`config.mk`:
```
export PLATFORM = sky130hd
export DESIGN_NAME = muldiv_unit
export DESIGN_NICKNAME = d
export VERILOG_FILES = /design/src/rtl/muldiv_pkg.sv /design/src/rtl/muldiv_shift_core.sv /design/src/rtl/muldiv_unit.sv
export SDC_FILE = /design/constraint.sdc
export NUM_CORES = 1
export LEC_CHECK = 0
export BUFFER_PORTS_ARGS = -buffer_cell sky130_fd_sc_hd__buf_2
export CAP_MARGIN = 30
export CORE_ASPECT_RATIO = 1.4
export CORE_UTILIZATION = 45
export DETAILED_ROUTE_END_ITERATION = 10
export SYNTH_ARGS = -nofsm -noshare
export SYNTH_HDL_FRONTEND = slang
export SYNTH_SLANG_ARGS = --single-unit
```
`constraint.sdc`:
```
create_clock -name clk -period 9.6 [get_ports clk]
set_input_delay 1.92 -clock clk [delete_from_list [all_inputs] [get_ports clk]]
set_output_delay 1.92 -clock clk [all_outputs]
set_load 0.05 [all_outputs]
```
`src/rtl/muldiv_pkg.sv`:
```
// rtl/muldiv_pkg.sv - shared constants, state encoding and helpers for the RV32M multiply/divide unit
package muldiv_pkg;

    localparam logic [2:0] F3_MUL    = 3'b000;
    localparam logic [2:0] F3_MULH   = 3'b001;
    localparam logic [2:0] F3_MULHSU = 3'b010;
    localparam logic [2:0] F3_MULHU  = 3'b011;
    localparam logic [2:0] F3_DIV    = 3'b100;
    localparam logic [2:0] F3_DIVU   = 3'b101;
    localparam logic [2:0] F3_REM    = 3'b110;
    localparam logic [2:0] F3_REMU   = 3'b111;

    typedef enum logic [1:0] {
        ST_IDLE = 2'd0,
        ST_CALC = 2'd1,
        ST_FIX  = 2'd2,
        ST_DONE = 2'd3
    } state_t;

    localparam int ITER_CYCLES = 32;
    localparam int LAT_ITER    = 34;
    localparam int LAT_SPECIAL = 1;

    function automatic logic [63:0] apply_sign64(input logic [63:0] v, input logic neg);
        return neg ? (~v + 64'd1) : v;
    endfunction

    // MUL keeps the low word; every high-word variant takes [63:32].
    function automatic logic [31:0] mul_select(input logic [63:0] p, input logic [2:0] f);
        return (f == F3_MUL) ? p[31:0] : p[63:32];
    endfunction

endpackage

```
`src/rtl/muldiv_shift_core.sv`:
```
// rtl/muldiv_shift_core.sv - one iteration of the shared 64-bit shift-add multiply / restoring divide datapath
module muldiv_shift_core
    import muldiv_pkg::*;
(
    input  logic        is_div_i,
    input  logic [63:0] acc_i,
    input  logic [31:0] mcand_i,
    output logic [63:0] acc_o
);

    logic [32:0] add_sum;
    logic [33:0] sub_diff;

    // Multiply: acc = {partial, multiplier}, shifted right. Divide: acc = {remainder, quotient}, shifted left.
    always_comb begin
        add_sum  = {1'b0, acc_i[63:32]} + {1'b0, mcand_i};
        sub_diff = {1'b0, acc_i[63:31]} - {2'b00, mcand_i};
        acc_o    = {1'b0, acc_i[63:1]};
        if (is_div_i) begin
            if (!sub_diff[33]) begin
                acc_o = {sub_diff[31:0], acc_i[30:0], 1'b1};
            end else begin
                acc_o = {acc_i[62:0], 1'b0};
            end
        end else if (acc_i[0]) begin
            acc_o = {add_sum, acc_i[31:1]};
        end
    end

endmodule

```
`src/rtl/muldiv_unit.sv`:
```
// rtl/muldiv_unit.sv - RV32M multiply/divide unit; MULDIV_FAST_MUL_EN selects a single-cycle multiply
module muldiv_unit
    import muldiv_pkg::*;
#(
    parameter int WIDTH = 32
) (
    input  logic             clk,
    input  logic             rst,
    input  logic             in_valid,
    output logic             in_ready,
    input  logic [WIDTH-1:0] op1,
    input  logic [WIDTH-1:0] op2,
    input  logic [2:0]       funct3,
    output logic             out_valid,
    input  logic             out_ready,
    output logic [WIDTH-1:0] result,
    output logic             busy
);

    state_t      state_q, state_d;
    logic [4:0]  cnt_q, cnt_d;
    logic [63:0] acc_q, acc_d, acc_step;
    logic [31:0] mcand_q, mcand_d;
    logic [2:0]  funct3_q, funct3_d;
    logic        neg_q, neg_d;
    logic [31:0] result_q, result_d;

    logic        is_div, op1_signed, op2_signed, op1_neg, op2_neg, req_neg;
    logic        div_zero, div_ovf;
    logic [31:0] op1_mag, op2_mag, div_sel;
    logic [63:0] prod_fixed;

    assign is_div     = funct3[2];
    assign op1_signed = is_div ? ~funct3[0] : (funct3 != F3_MULHU);
    assign op2_signed = is_div ? ~funct3[0] : (funct3 == F3_MUL || funct3 == F3_MULH);
    assign op1_neg    = op1_signed & op1[31];
    assign op2_neg    = op2_signed & op2[31];
    assign op1_mag    = op1_neg ? (~op1 + 32'd1) : op1;
    assign op2_mag    = op2_neg ? (~op2 + 32'd1) : op2;
    // Remainder follows the dividend's sign; quotient and product follow the XOR.
    assign req_neg    = (is_div && funct3[1]) ? op1_neg : (op1_neg ^ op2_neg);
    assign div_zero   = is_div && (op2 == 32'd0);
    assign div_ovf    = (funct3 == F3_DIV || funct3 == F3_REM)
                        && (op1 == 32'h8000_0000) && (op2 == 32'hFFFF_FFFF);

`ifdef MULDIV_FAST_MUL_EN
    logic [63:0] fast_prod;
    assign fast_prod = apply_sign64({32'd0, op1_mag} * {32'd0, op2_mag}, req_neg);
`endif

    assign prod_fixed = apply_sign64(acc_q, neg_q);
    assign div_sel    = funct3_q[1] ? acc_q[63:32] : acc_q[31:0];

    muldiv_shift_core u_core (
        .is_div_i (funct3_q[2]),
        .acc_i    (acc_q),
        .mcand_i  (mcand_q),
        .acc_o    (acc_step)
    );

    always_comb begin
        state_d  = state_q;
        cnt_d    = cnt_q;
        acc_d    = acc_q;
        mcand_d  = mcand_q;
        funct3_d = funct3_q;
        neg_d    = neg_q;
        result_d = result_q;
        case (state_q)
            ST_IDLE: begin
                if (in_valid) begin
                    funct3_d = funct3;
                    neg_d    = req_neg;
                    mcand_d  = is_div ? op2_mag : op1_mag;
                    acc_d    = {32'd0, is_div ? op1_mag : op2_mag};
                    if (div_zero) begin
                        result_d = funct3[1] ? op1 : 32'hFFFF_FFFF;
                        state_d  = ST_DONE;
                    end else if (div_ovf) begin
                        result_d = funct3[1] ? 32'd0 : op1;
                        state_d  = ST_DONE;
                    end
`ifdef MULDIV_FAST_MUL_EN
                    else if (!is_div) begin
                        result_d = mul_select(fast_prod, funct3);
                        state_d  = ST_DONE;
                    end
`endif
                    else begin
                        cnt_d   = 5'(ITER_CYCLES - 1);
                        state_d = ST_CALC;
                    end
                end
            end
            ST_CALC: begin
                acc_d = acc_step;
                if (cnt_q == 5'd0) begin
                    state_d = ST_FIX;
                end else begin
                    cnt_d = cnt_q - 5'd1;
                end
            end
            ST_FIX: begin
                if (funct3_q[2]) begin
                    result_d = neg_q ? (~div_sel + 32'd1) : div_sel;
                end else begin
                    result_d = mul_select(prod_fixed, funct3_q);
                end
                state_d = ST_DONE;
            end
            ST_DONE: begin
                if (out_ready) begin
                    state_d = ST_IDLE;
                end
            end
            default: state_d = ST_IDLE;
        endcase
    end

    always_ff @(posedge clk or posedge rst) begin
        if (rst) begin
            state_q  <= ST_IDLE;
            cnt_q    <= 5'd0;
            acc_q    <= 64'd0;
            mcand_q  <= 32'd0;
            funct3_q <= 3'd0;
            neg_q    <= 1'b0;
            result_q <= 32'd0;
        end else begin
            state_q  <= state_d;
            cnt_q    <= cnt_d;
            acc_q    <= acc_d;
            mcand_q  <= mcand_d;
            funct3_q <= funct3_d;
            neg_q    <= neg_d;
            result_q <= result_d;
        end
    end

    assign in_ready  = (state_q == ST_IDLE);
    assign out_valid = (state_q == ST_DONE);
    assign busy      = (state_q == ST_CALC) || (state_q == ST_FIX);
    assign result    = result_q;

endmodule

```
==> metrics.md <==
| Metric | Value |
|---|---|
| Hold wc startpoint | `result[26]` |
| WS Path Type | `input port to flop` |
| Post-synth EDFFs | `0` |
| Startpoint Class | `input port` |
| CP Capture Type | `flop` |
| Cts repair resizes | `0` |
| Clock tree from TritonCTS | `built` |
| Reg2reg path depth | `12` |
| 1st-iter DRT viols | `1,321` |
| Pwr dens | `416 nW/um2` |
| Fmax | `193 MHz` |
| Cells along the critical path | `buf_2 > inv_1 > ha_1 > or3b_2 > and4b_1 > and4_1 > buf_4 > o21bai_2 > a31o_2 > nand2_1 > a221oi_1 > a221o_1` |
| Worst Setup EP | `result[18]` |
| P_leak | `7.30 nW` |
| Full die area | `36,600 um2` |
| Layout area overhead | `7.87%` |
| Average wire per standard cell | `24.2 um` |
| Vias per Instance | `6.40` |
| First-pass GRT wire length | `97.1 mm` |
| Top_reg_cell synth | `dfrtp_1` |
| HPWL Detailed | `49.1 mm` |
| Synth area leader | `dfrtp_1` |
| Final hold vios | `0` |
| R2r setup slk | `5.19 ns` |
| Core area | `35,200 um2` |
| Hold WC Path Type | `flop to flop` |
| Seq/Total Area, Yosys | `21.6%` |
| Crit path launch | `op2[0]` |
| Met3 WL post-DR | `3.56 mm` |
| Total wire length | `63.7 mm` |
| Crit path depth | `12` |
| Crit path max fanout | `42` |
| DRC Markers | `0` |
| CP bufs+invs | `3` |
| Rel. slew slack | `40.8%` |
| RR Startpoint | `acc_q[32]` |
| Worst path required time | `10.00 ns` |
| Status | `finished, final reports clean` |
| CP Data Arrival Time | `5.59 ns` |
| Vias in the first global route | `16,000` |
| Mux cell area share after synthesis | `6.03%` |
| Crit-path leading delay family | `compound AO/OA/AOI/OAI gates` |
| Synth Area in Adders | `7.49%` |
| Finish-stage setup viols | `0` |
| Largest net degree at the start of global routing | `126` |
| Antenna violations before repair | `2` |
| Rows | `81` |
| Hold buffers post-CTS | `0` |
| RSZ-0062 raised after global routing | `no` |
| FF+latch count, synth | `139` |
| Later-pin clock latency in the skew report | `0.47 ns` |
| Pre-antenna DRT Iters | `7` |
| Min cycle time layout | `5.19 ns` |
| Slowest CP cell | `a31o_2` |
| Chip Height | `226 um` |
| Max stage delay on crit path | `0.73 ns` |
| Setup Buffers After CTS | `0` |
| VDD IR-drop max | `0.221 mV` |
| Layout net count | `2,307` |
| Synthesized cell area | `16,100 um2` |
| Async S/R FF share, synth | `100%` |
| Register area | `3480 um2` |
| Period utilisation layout | `54.1%` |
| FILL cells | `3,516` |
| Post-synth net total | `2,331` |
| FF-to-FF End | `acc_q[59]` |
| CTS max path bufs | `2` |
| Met2 WL | `31.0 mm` |
| Post-synthesis compound-gate area fraction | `28.7%` |
| Setup TNS | `0 ns` |
| IO Count | `106` |
| Area of the multi-input gates | `11,700 um2` |
| Yosys cell types | `81` |
| Skew final | `0.0151 ns` |
| GP Congestion | `1.00` |
| PnR Total Power | `7.24 mW` |
| H-tree levels | `4` |
| Worst Max-Slew Pin Slew | `0.876 ns` |
| Top Layer Used | `met4` |
| Grt total ovfl | `0` |
| Synth Instances | `2,183` |
| Synth Area in Simple Gates | `19.9%` |
| Top cell type's share of synthesized area | `21.6%` |
| Clk pin slew, worst setup/hold paths | `0.07 ns` |
| Share of layout cells above drive strength 1 | `10.8%` |
| Synthesis Warnings | `0` |
| Xor and xnor area share after synthesis | `10.3%` |
| CTS Sinks | `139` |
| Max Cap Violations | `0` |
| Initial Util | `45.9%` |
| Largest cells by area after synthesis | `dfrtp_1 (22%), a21oi_1 (6.9%), ha_1 (5.8%), o21ai_0 (5.6%), xor2_1 (5.4%)` |
| Die Span X | `162 um` |
| Buffers on Ports | `105` |
| Met1 wire length | `25.3 mm` |
| Mean post-synth cell area | `7.39 um2` |
| Total GRT Usage | `35.2%` |
| Largest family of logic cells by synthesized area | `compound AO/OA/AOI/OAI gates` |
| Via Count | `16,800` |
| Inserted Clock Buffers | `17` |
| Remaining antenna violation count | `0` |
| Slew Limit Fails | `0` |
| Clk Tree Root Cell | `clkbuf_16` |
placed cells by master, fill, tap and decap left out, types with 8 or more instances in the layout:
| cell type | instances |
|---|---|
| a31oi_1 | 28 |
| o41ai_1 | 12 |
| mux2_2 | 34 |
| a21o_1 | 27 |
| nand2_1 | 221 |
| o21a_1 | 9 |
| ha_1 | 74 |
| a211o_1 | 9 |
| or3_1 | 17 |
| maj3_1 | 23 |
| nor2b_1 | 9 |
| buf_2 | 105 |
| o211ai_1 | 34 |
| mux2i_1 | 59 |
| nand2b_1 | 21 |
| and2_1 | 12 |
| o21bai_1 | 13 |
| nor3_1 | 56 |
| buf_4 | 26 |
| and3_1 | 15 |
| o21ai_0 | 179 |
| nor2_1 | 211 |
| a221oi_1 | 8 |
| nand3_1 | 27 |
| a32o_1 | 20 |
| dfrtp_1 | 136 |
| nor4_1 | 10 |
| o31ai_1 | 36 |
| inv_1 | 73 |
| xnor2_1 | 91 |
| nand4_1 | 25 |
| a21oi_1 | 222 |
| clkbuf_16 | 17 |
| a2111oi_0 | 8 |
| a211oi_1 | 42 |
| xor2_1 | 99 |
| a22oi_1 | 12 |
| or4_1 | 9 |
| o22ai_1 | 10 |
worst min-delay path by stage:
stage | end | cells past startpoint
3_5_place_dp | result[10] | 2
2_1_floorplan | cnt_q[4] | 2
6_report | result[26] | 2
5_1_grt | result[10] | 2
3_3_place_gp | result[26] | 2
4_1_cts | result[10] | 2
where the power goes:
group	leakage, nW	switching, mW	internal [mW]
sequential	1.71	0.602	0.852
clock	0.266	0.320	0.347
combinational	5.32	3.25	1.87
total	7.30	4.17	3.07
through the flow:
stage / cells / utilization (%) / setup WS, ns / instance area [um2] / hold WS (ns)
after floorplan: 2183 / - / 3.96 / 16100 / 0.474
after global placement: 2592 / 47.7 / 4.16 / 16800 / 0.465
after detailed placement: 2594 / 47.7 / 4.01 / 16800 / 0.473
after CTS: 2626 / 49.3 / 4.50 / 17300 / 0.491
after global routing: 2629 / 49.5 / 4.18 / 17400 / 0.508
final: 2630 / 49.5 / 4.41 / 17400 / 0.487
cell usage after synthesis, types with 42 or more instances:
cell type	count
a211oi_1	42
a21oi_1	222
clkbuf_1	140
dfrtp_1	139
ha_1	75
inv_1	74
mux2i_1	59
nand2_1	222
nor2_1	211
nor3_1	57
o21ai_0	179
xnor2_1	91
xor2_1	99
per-layer routing:
metal / global-route usage (%) / vias to the layer above
li1: - / 7919
met1: 41.6 / 8068
met2: 60.5 / 679
met3: 4.65 / 160
met4: 21.3 / 0
met5: 0 / -
kinds of logic after synthesis:
logic type	count (synthesis)
AOI/OAI and AO/OA	730
muxes	93
xor gates and xnor gates	190
and+or+nand+nor	679
adders and majority gates	100
DFF	139
buffers and inverters	252
area by class of cell:
cell class              instances  area share (%)
diodes                          2          0.0288
well taps                     456            3.28
flip-flops and latches        139            20.0
inverters                      75            1.65
repair buffers                134            4.57
multi-input cells            1792            67.2
clock buffers                  18            2.52
clock inverters                14           0.719
state kept, by name, indices dropped and copies added (netlist names):
signal    flops
mcand_q      32
result       32
state_q       2
cnt_q         5
neg_q         1
funct3_q      3
acc_q        64
worst min-delay path: cells and delay by family (launching register included):
family | cells | cell delay [ns]
AO/OA/AOI/OAI | 1 | 0.06
flip-flops | 1 | 0.34
AND/OR/NAND/NOR | 1 | 0.05
(Power assumes the default switching activity.)
